[src/rtl/imm_ext_pipe_if.sv]
// Handshake bundle for imm_ext_pipe: producer-side immediate/mode and consumer-side result.
// The master modport is the environment side and the slave modport is the extension unit.
interface imm_ext_pipe_if #(
  parameter int IN_W  = 16,
  parameter int OUT_W = 32
);
  logic             in_valid;
  logic             in_ready;
  logic [IN_W-1:0]  in_data;
  logic [1:0]       in_mode;
  logic             out_valid;
  logic             out_ready;
  logic [OUT_W-1:0] out_data;

  modport master (
    output in_valid, in_data, in_mode, out_ready,
    input  in_ready, out_valid, out_data
  );

  modport slave (
    input  in_valid, in_data, in_mode, out_ready,
    output in_ready, out_valid, out_data
  );
endinterface

[src/rtl/imm_ext_pipe.sv]
// Pipelined immediate extension (sign / zero / sign<<2) behind a 2-entry skid buffer.
// Define IMM_EXT_UPPER_EN to make mode 11 an upper-immediate placement; otherwise mode 11 sign-extends.
module imm_ext_pipe #(
  parameter int IN_W  = 16,
  parameter int OUT_W = 32
) (
  input logic           clk,
  input logic           rst,
  imm_ext_pipe_if.slave bus
);
  typedef enum logic [1:0] {EMPTY, ONE, TWO} state_t;

  state_t           r_state;
  state_t           w_nextState;
  logic             r_inReady;
  logic             r_outValid;
  logic [OUT_W-1:0] r_main;
  logic [OUT_W-1:0] r_skid;
  logic [OUT_W-1:0] w_ext;
  logic             w_msb;
  logic             w_inXfer;
  logic             w_outXfer;
  logic             w_loadMainExt;
  logic             w_loadMainSkid;
  logic             w_loadSkid;

  assign w_msb     = bus.in_data[IN_W-1];
  assign w_inXfer  = bus.in_valid && r_inReady;
  assign w_outXfer = r_outValid && bus.out_ready;

  assign bus.in_ready  = r_inReady;
  assign bus.out_valid = r_outValid;
  assign bus.out_data  = r_main;

  always_comb begin
    w_ext = {{(OUT_W-IN_W){w_msb}}, bus.in_data};
    case (bus.in_mode)
      2'b01:   w_ext = {{(OUT_W-IN_W){1'b0}}, bus.in_data};
      2'b10:   w_ext = {{(OUT_W-IN_W-2){w_msb}}, bus.in_data, 2'b00};
`ifdef IMM_EXT_UPPER_EN
      2'b11:   w_ext = {bus.in_data, {(OUT_W-IN_W){1'b0}}};
`endif
      default: ;
    endcase
  end

  always_comb begin
    w_nextState    = r_state;
    w_loadMainExt  = 1'b0;
    w_loadMainSkid = 1'b0;
    w_loadSkid     = 1'b0;
    case (r_state)
      EMPTY: begin
        if (w_inXfer) begin
          w_nextState   = ONE;
          w_loadMainExt = 1'b1;
        end
      end
      ONE: begin
        if (w_inXfer && w_outXfer) begin
          w_loadMainExt = 1'b1;
        end else if (w_outXfer) begin
          w_nextState = EMPTY;
        end else if (w_inXfer) begin
          w_nextState = TWO;
          w_loadSkid  = 1'b1;
        end
      end
      TWO: begin
        if (w_outXfer) begin
          w_nextState    = ONE;
          w_loadMainSkid = 1'b1;
        end
      end
      default: w_nextState = EMPTY;
    endcase
  end

  // Handshake outputs are flops decoded from the next state, so neither depends combinationally on the bus.
  always_ff @(posedge clk or posedge rst) begin
    if (rst) begin
      r_state    <= EMPTY;
      r_inReady  <= 1'b1;
      r_outValid <= 1'b0;
    end else begin
      r_state    <= w_nextState;
      r_inReady  <= (w_nextState != TWO);
      r_outValid <= (w_nextState != EMPTY);
    end
  end

  always_ff @(posedge clk or posedge rst) begin
    if (rst) begin
      r_main <= '0;
      r_skid <= '0;
    end else begin
      if (w_loadMainExt) begin
        r_main <= w_ext;
      end else if (w_loadMainSkid) begin
        r_main <= r_skid;
      end
      if (w_loadSkid) begin
        r_skid <= w_ext;
      end
    end
  end
endmodule

[src/flat_wrapper.sv]
// flat-port wrapper written by rule: the top's interface ports become plain ports
module imm_ext_pipe_flat 
#(
  parameter int IN_W  = 16,
  parameter int OUT_W = 32
)
  (clk, rst, bus_in_valid, bus_in_data, bus_in_mode, bus_out_ready, bus_in_ready, bus_out_valid, bus_out_data);
  imm_ext_pipe_if #(.IN_W(IN_W), .OUT_W(OUT_W)) bus_i ();
  input logic clk;
  input logic rst;
  input wire logic [$bits(bus_i.in_valid)-1:0] bus_in_valid;
  input wire logic [$bits(bus_i.in_data)-1:0] bus_in_data;
  input wire logic [$bits(bus_i.in_mode)-1:0] bus_in_mode;
  input wire logic [$bits(bus_i.out_ready)-1:0] bus_out_ready;
  output wire logic [$bits(bus_i.in_ready)-1:0] bus_in_ready;
  output wire logic [$bits(bus_i.out_valid)-1:0] bus_out_valid;
  output wire logic [$bits(bus_i.out_data)-1:0] bus_out_data;
  assign bus_i.in_valid = bus_in_valid;
  assign bus_i.in_data = bus_in_data;
  assign bus_i.in_mode = bus_in_mode;
  assign bus_i.out_ready = bus_out_ready;
  assign bus_in_ready = bus_i.in_ready;
  assign bus_out_valid = bus_i.out_valid;
  assign bus_out_data = bus_i.out_data;
  imm_ext_pipe #(.IN_W(IN_W), .OUT_W(OUT_W)) u_core (.clk(clk), .rst(rst), .bus(bus_i));
endmodule
[config.mk]
export PLATFORM = sky130hd
export DESIGN_NAME = imm_ext_pipe_flat
export DESIGN_NICKNAME = d
export VERILOG_FILES = /design/src/rtl/imm_ext_pipe_if.sv /design/src/rtl/imm_ext_pipe.sv /design/src/flat_wrapper.sv
export SDC_FILE = /design/constraint.sdc
export NUM_CORES = 1
export LEC_CHECK = 0
export BUFFER_PORTS_ARGS = -buffer_cell sky130_fd_sc_hd__buf_2
export CAP_MARGIN = 40
export CORE_MARGIN = 4
export CORE_UTILIZATION = 33
export CTS_CLUSTER_DIAMETER = 200
export DETAILED_ROUTE_END_ITERATION = 8
export GPL_ROUTABILITY_DRIVEN = 0
export PLACE_DENSITY_LB_ADDON = 0.15
export SLEW_MARGIN = 20
export SYNTH_ARGS = -nofsm -noshare
export SYNTH_HDL_FRONTEND = slang
export SYNTH_SLANG_ARGS = --single-unit
[constraint.sdc]
create_clock -name clk -period 4.65 [get_ports clk]
set_clock_uncertainty 0.2 [all_clocks]
set_input_delay 0.6975 -clock clk [delete_from_list [all_inputs] [get_ports clk]]
set_output_delay 0.6975 -clock clk [all_outputs]
set_load 0.05 [all_outputs]
**Word level (Yosys, flattened, before mapping)**

Index checks and enable logic that the tools add are counted.

- Register bits after elaboration: 68
- Input port bits: 22
- Output and inout port bits: 34
- Logic and storage cells: 33

- Equality and inequality tests: 5
- Multiplexer cells: 17
- Reduce and logical (&&, ||, !) cells: 6

Operators by type and width:

| kind | count |
|---|---|
| two-way mux 32 bit | 2 |
| case mux 32 bit (2 select lines) | 1 |
| two-way mux 2 bit | 5 |
| two-way mux 1 bit | 7 |
| case mux 2 bit (3 select lines) | 1 |
| == test 2 x 1 -> 1 bit (second input constant) | 2 |
| == test 2 bit (second input constant) | 2 |
| nonzero test 2 bit | 2 |
| logical AND 1 bit | 3 |
| logical NOT 2 bit | 1 |
| != test 2 bit (second input constant) | 1 |
| case mux 1 bit (2 select lines) | 1 |

**Depth between registers and ports, before layout**

- Word-level depth: 6
- Depth in mapped cells: 7

**Worst setup path before layout**

OpenSTA, ideal clock, no wires.

- Path kind: input port to flip-flop
- Start: input bus_in_mode[0]
- End: register u_core.r_skid[2]
- Setup time: 0.141 ns
- Arrival time: 1.817 ns
- Required time: 4.309 ns
- Slack: 2.492 ns
- Stages: 7
- Buffers on the path: 2
- Path through: inv_1 ha_1 or2_1 buf_2 buf_6 a22oi_1 a31oi_1

- Word-level cells in the longest chain between the ends: 2
- Elaborated cells between the ends (all ways): 3
- Classes of those cells: eq/ne: 2; mux: 1

Ends and longest elaborated chain:

| what | line | RTL |
|---|---|---|
| start, declared | flat_wrapper.sv:13 | `input wire logic [$bits(bus_i.in_mode)-1:0] bus_in_mode;` |
| == test 2 bit or == test 2 x 1 -> 1 bit (tied branches) | imm_ext_pipe.sv:37 | `case (bus.in_mode)` |
| case mux 32 bit (2 select lines) (*) | imm_ext_pipe.sv:37 |  |
| end signal, assigned | imm_ext_pipe.sv:103 | `r_skid <= w_ext;` |
| end, declared | imm_ext_pipe.sv:18 | `logic [OUT_W-1:0] r_skid;` |

Every way passes the cells marked *; elsewhere a longest branch is shown, timed or not.
A chain may end at the register's enable or synchronous reset.

**Worst setup path after layout**

- Start: input bus_in_mode[0]
- End: register u_core.r_skid[9]

Same word-level chain as after synthesis.

==> impl_metrics.tcl <==
set metrics [dict create \
    status "finished clean" \
    grt.overflow.total 0 \
    diodes 0 \
    leakage_nw 1.25 \
    r2r_cells 5 \
    port_buffers 55 \
    endpoint_kind "flip-flop" \
    num_vias 1504 \
    coreArea_um2 6030 \
    syn_area_per_cell_um2 11.3 \
    maxSlewHeadroom_pct 45.9 \
    yosys-top-cells-count "dfrtp_1 (39), mux2i_1 (39), a21oi_1 (17), a31oi_1 (15), buf_4 (15)" \
    antenna_found_initial 0 \
    num-fill-cells 635 \
    vdd_ir_drop_max_mv 0.441 \
    syn_area_um2 2080 \
    synth_edf_count 0 \
    die_y_um 87.3 \
    min_path_type "in -> async" \
    hold_buffers 0 \
    rows 28 \
    tightest_slew_ns 0.809 \
    synthesis.nets 207 \
    cts_setup_buffers 0 \
    drcViolationCount 0 \
    grt_use_total_pct 13.2 \
    fin_nets 248 \
    cts_resized 0 \
    grt_pass1_wl_mm 7.78 \
    critPathLaunchType "primary input" \
    synth_top_flop_cell "dfrtp_1" \
    critical_path.cell_chain "buf_2, inv_1, ha_1, nor2b_1, buf_4, a22oi_1, a31oi_1" \
    synth-seq-cells 40 \
    yosysWarnings 0 \
    reg2reg_to "u_core.bus.out_data[30]$_DFFE_PP0P_" \
    dieWidth_um 87.3 \
    period_share_pct 49.8 \
    arrival_ns 2.33 \
    clk_pin_slew_worst_paths_ns 0.08 \
    clk_latency_ns 0.29 \
    min_period_ns 2.32 \
    synth-async-reset-ratio_pct 100 \
    required_ns 4.66 \
    cts_sinks 40 \
    wl_per_cell_um 15.7 \
    ys_types 26 \
    drtPass1Iterations 4 \
    rrSetupSlack_ns 2.51 \
    powerDensity_nw_per_um2 829 \
    rr_startpoint "u_core.bus.out_valid$_DFF_PP0_" \
    yosysSeqAreaShare_pct 48.3 \
    slowest_stage "nor2b_1" \
    start_util_pct 34.5 \
    drt-total-wl_mm 4.70 \
    cts_root_buf "clkbuf_8" \
    fin_util_pct 39.6 \
    critPathBufInv 3 \
    cts_buffer_depth 2 \
    grt_max_degree 41 \
    netlist.area_leader.share_pct 47.0 \
    cpPeakStageDelay_ns 0.59 \
    max_clock_freq_mhz 432 \
    hold_violations 0 \
    netlist_top_cells_area "dfrtp_1 (47%), mux2i_1 (19%), buf_4 (5.4%), a22oi_1 (5.1%), a31oi_1 (4.5%)" \
    ios 56 \
    drv_slew 0 \
    worst_hold_slack_ns 0.306 \
    cts_buffers 5 \
    crit_type "in -> reg" \
    synthCells 183 \
    htreeDepth 2 \
    cp_max_fo 9 \
    path_delay_family "simple AND/OR/NAND/NOR gates" \
    yosys.area.top_type "dfrtp_1" \
    antenna_left 0 \
    setup_viol 0 \
    drt_iter0_markers 94 \
    grt_pass1_vias 1487 \
    rsz0062_at_grt "no" \
    syn_to_final_growth_pct 15.0 \
    dieArea_um2 7630 \
    timing.setup.tns_ns 0 \
    tritoncts "built" \
    max_cap_violations 0 \
    hpwlAfterDp_mm 3.21 \
    drive_above_1_share_pct 31.6 \
    crit_cells 7 \
    viasPerCell 5.01 \
]
report_power, final:
group	switching [mW]	total, mW	internal, mW
clock	0.121	0.227	0.107
combinational	0.797	1.12	0.321
sequential	0.113	0.636	0.523
total	1.03	1.98	0.951
tightest hold or removal path, stage by stage:
cell and delay [ns]:
buf_2 0.09, inv_1 0.04, buf_4 0.43
how the worst max path moves through the flow:
stage	from	end	slack (ns)
final	bus_in_mode[0]	u_core.r_skid[9]$_DFFE_PP0P_	2.33
after CTS	bus_in_mode[0]	u_core.r_skid[9]$_DFFE_PP0P_	2.35
after detailed placement	bus_in_mode[0]	u_core.r_skid[9]$_DFFE_PP0P_	2.02
after floorplan	bus_in_mode[0]	u_core.r_skid[2]$_DFFE_PP0P_	2.49
after global routing	bus_in_mode[0]	u_core.r_skid[9]$_DFFE_PP0P_	2.16
after global placement	bus_in_mode[0]	u_core.r_skid[14]$_DFFE_PP0P_	1.90
final cells by class:
| cell class | count | area, um2 | share of cell area, % |
|---|---|---|---|
| clock buffers | 8 | 80.1 | 3.35 |
| inverters | 6 | 22.5 | 0.943 |
| multi-input cells | 109 | 855 | 35.8 |
| flip-flops and latches | 40 | 1000 | 42.0 |
| well taps | 75 | 93.8 | 3.93 |
| repair buffers | 62 | 335 | 14.0 |
through the flow:
| stage | worst slack, ns | instance area, um2 | total power, mW | cells |
|---|---|---|---|---|
| 2_1_floorplan | 2.49 | 2080 | 1.61 | 183 |
| 3_3_place_gp | 1.90 | 2290 | 1.75 | 290 |
| 3_5_place_dp | 2.02 | 2310 | 1.77 | 292 |
| 4_1_cts | 2.35 | 2390 | 2.00 | 300 |
| 5_1_grt | 2.16 | 2390 | 2.12 | 300 |
| 6_report | 2.33 | 2390 | 1.98 | 300 |
registers in the layout, summed over array words and instances, names as in the netlist:
signal                cells
u_core.bus.in_ready       1
u_core.bus.out_data      18
u_core.bus.out_valid      1
u_core.r_skid            18
u_core.r_state            2
cell families after synthesis:
group,after synthesis,share of synthesized area (%)
buffers and inverters,34,10.9
muxes,40,19.3
AOI/OAI and AO/OA,50,15.6
DFF,40,48.3
and+or+nand+nor,17,4.70
adders and majority gates,2,1.20
layer usage:
layer | up-vias | track usage [%] | wire length [um]
li1 | 727 | - | -
met1 | 712 | 19.5 | 2310
met2 | 59 | 18.6 | 1960
met3 | 6 | 4.07 | 376
met4 | 0 | 3.77 | 53
met5 | - | 0 | 0
layout by cell type (no fill, tap or decap):
| cell | instances |
|---|---|
| ha_1 | 2 |
| nor2_1 | 1 |
| nor3_4 | 1 |
| dfrtp_1 | 39 |
| buf_2 | 55 |
| mux2i_1 | 39 |
| inv_1 | 6 |
| a21oi_1 | 17 |
| and3b_1 | 2 |
| clkbuf_8 | 5 |
| nand2_1 | 7 |
| o21ai_0 | 1 |
| a21boi_4 | 1 |
| buf_4 | 6 |
| o22ai_1 | 1 |
| mux2_2 | 1 |
| buf_8 | 1 |
| dfstp_2 | 1 |
| and2_1 | 1 |
| a31oi_1 | 15 |
| a22oi_1 | 14 |
| nand4b_1 | 1 |
| nor2b_1 | 2 |
| or2_1 | 2 |
| clkbuf_1 | 3 |
| a21bo_1 | 1 |
(Power assumes the default switching activity.)
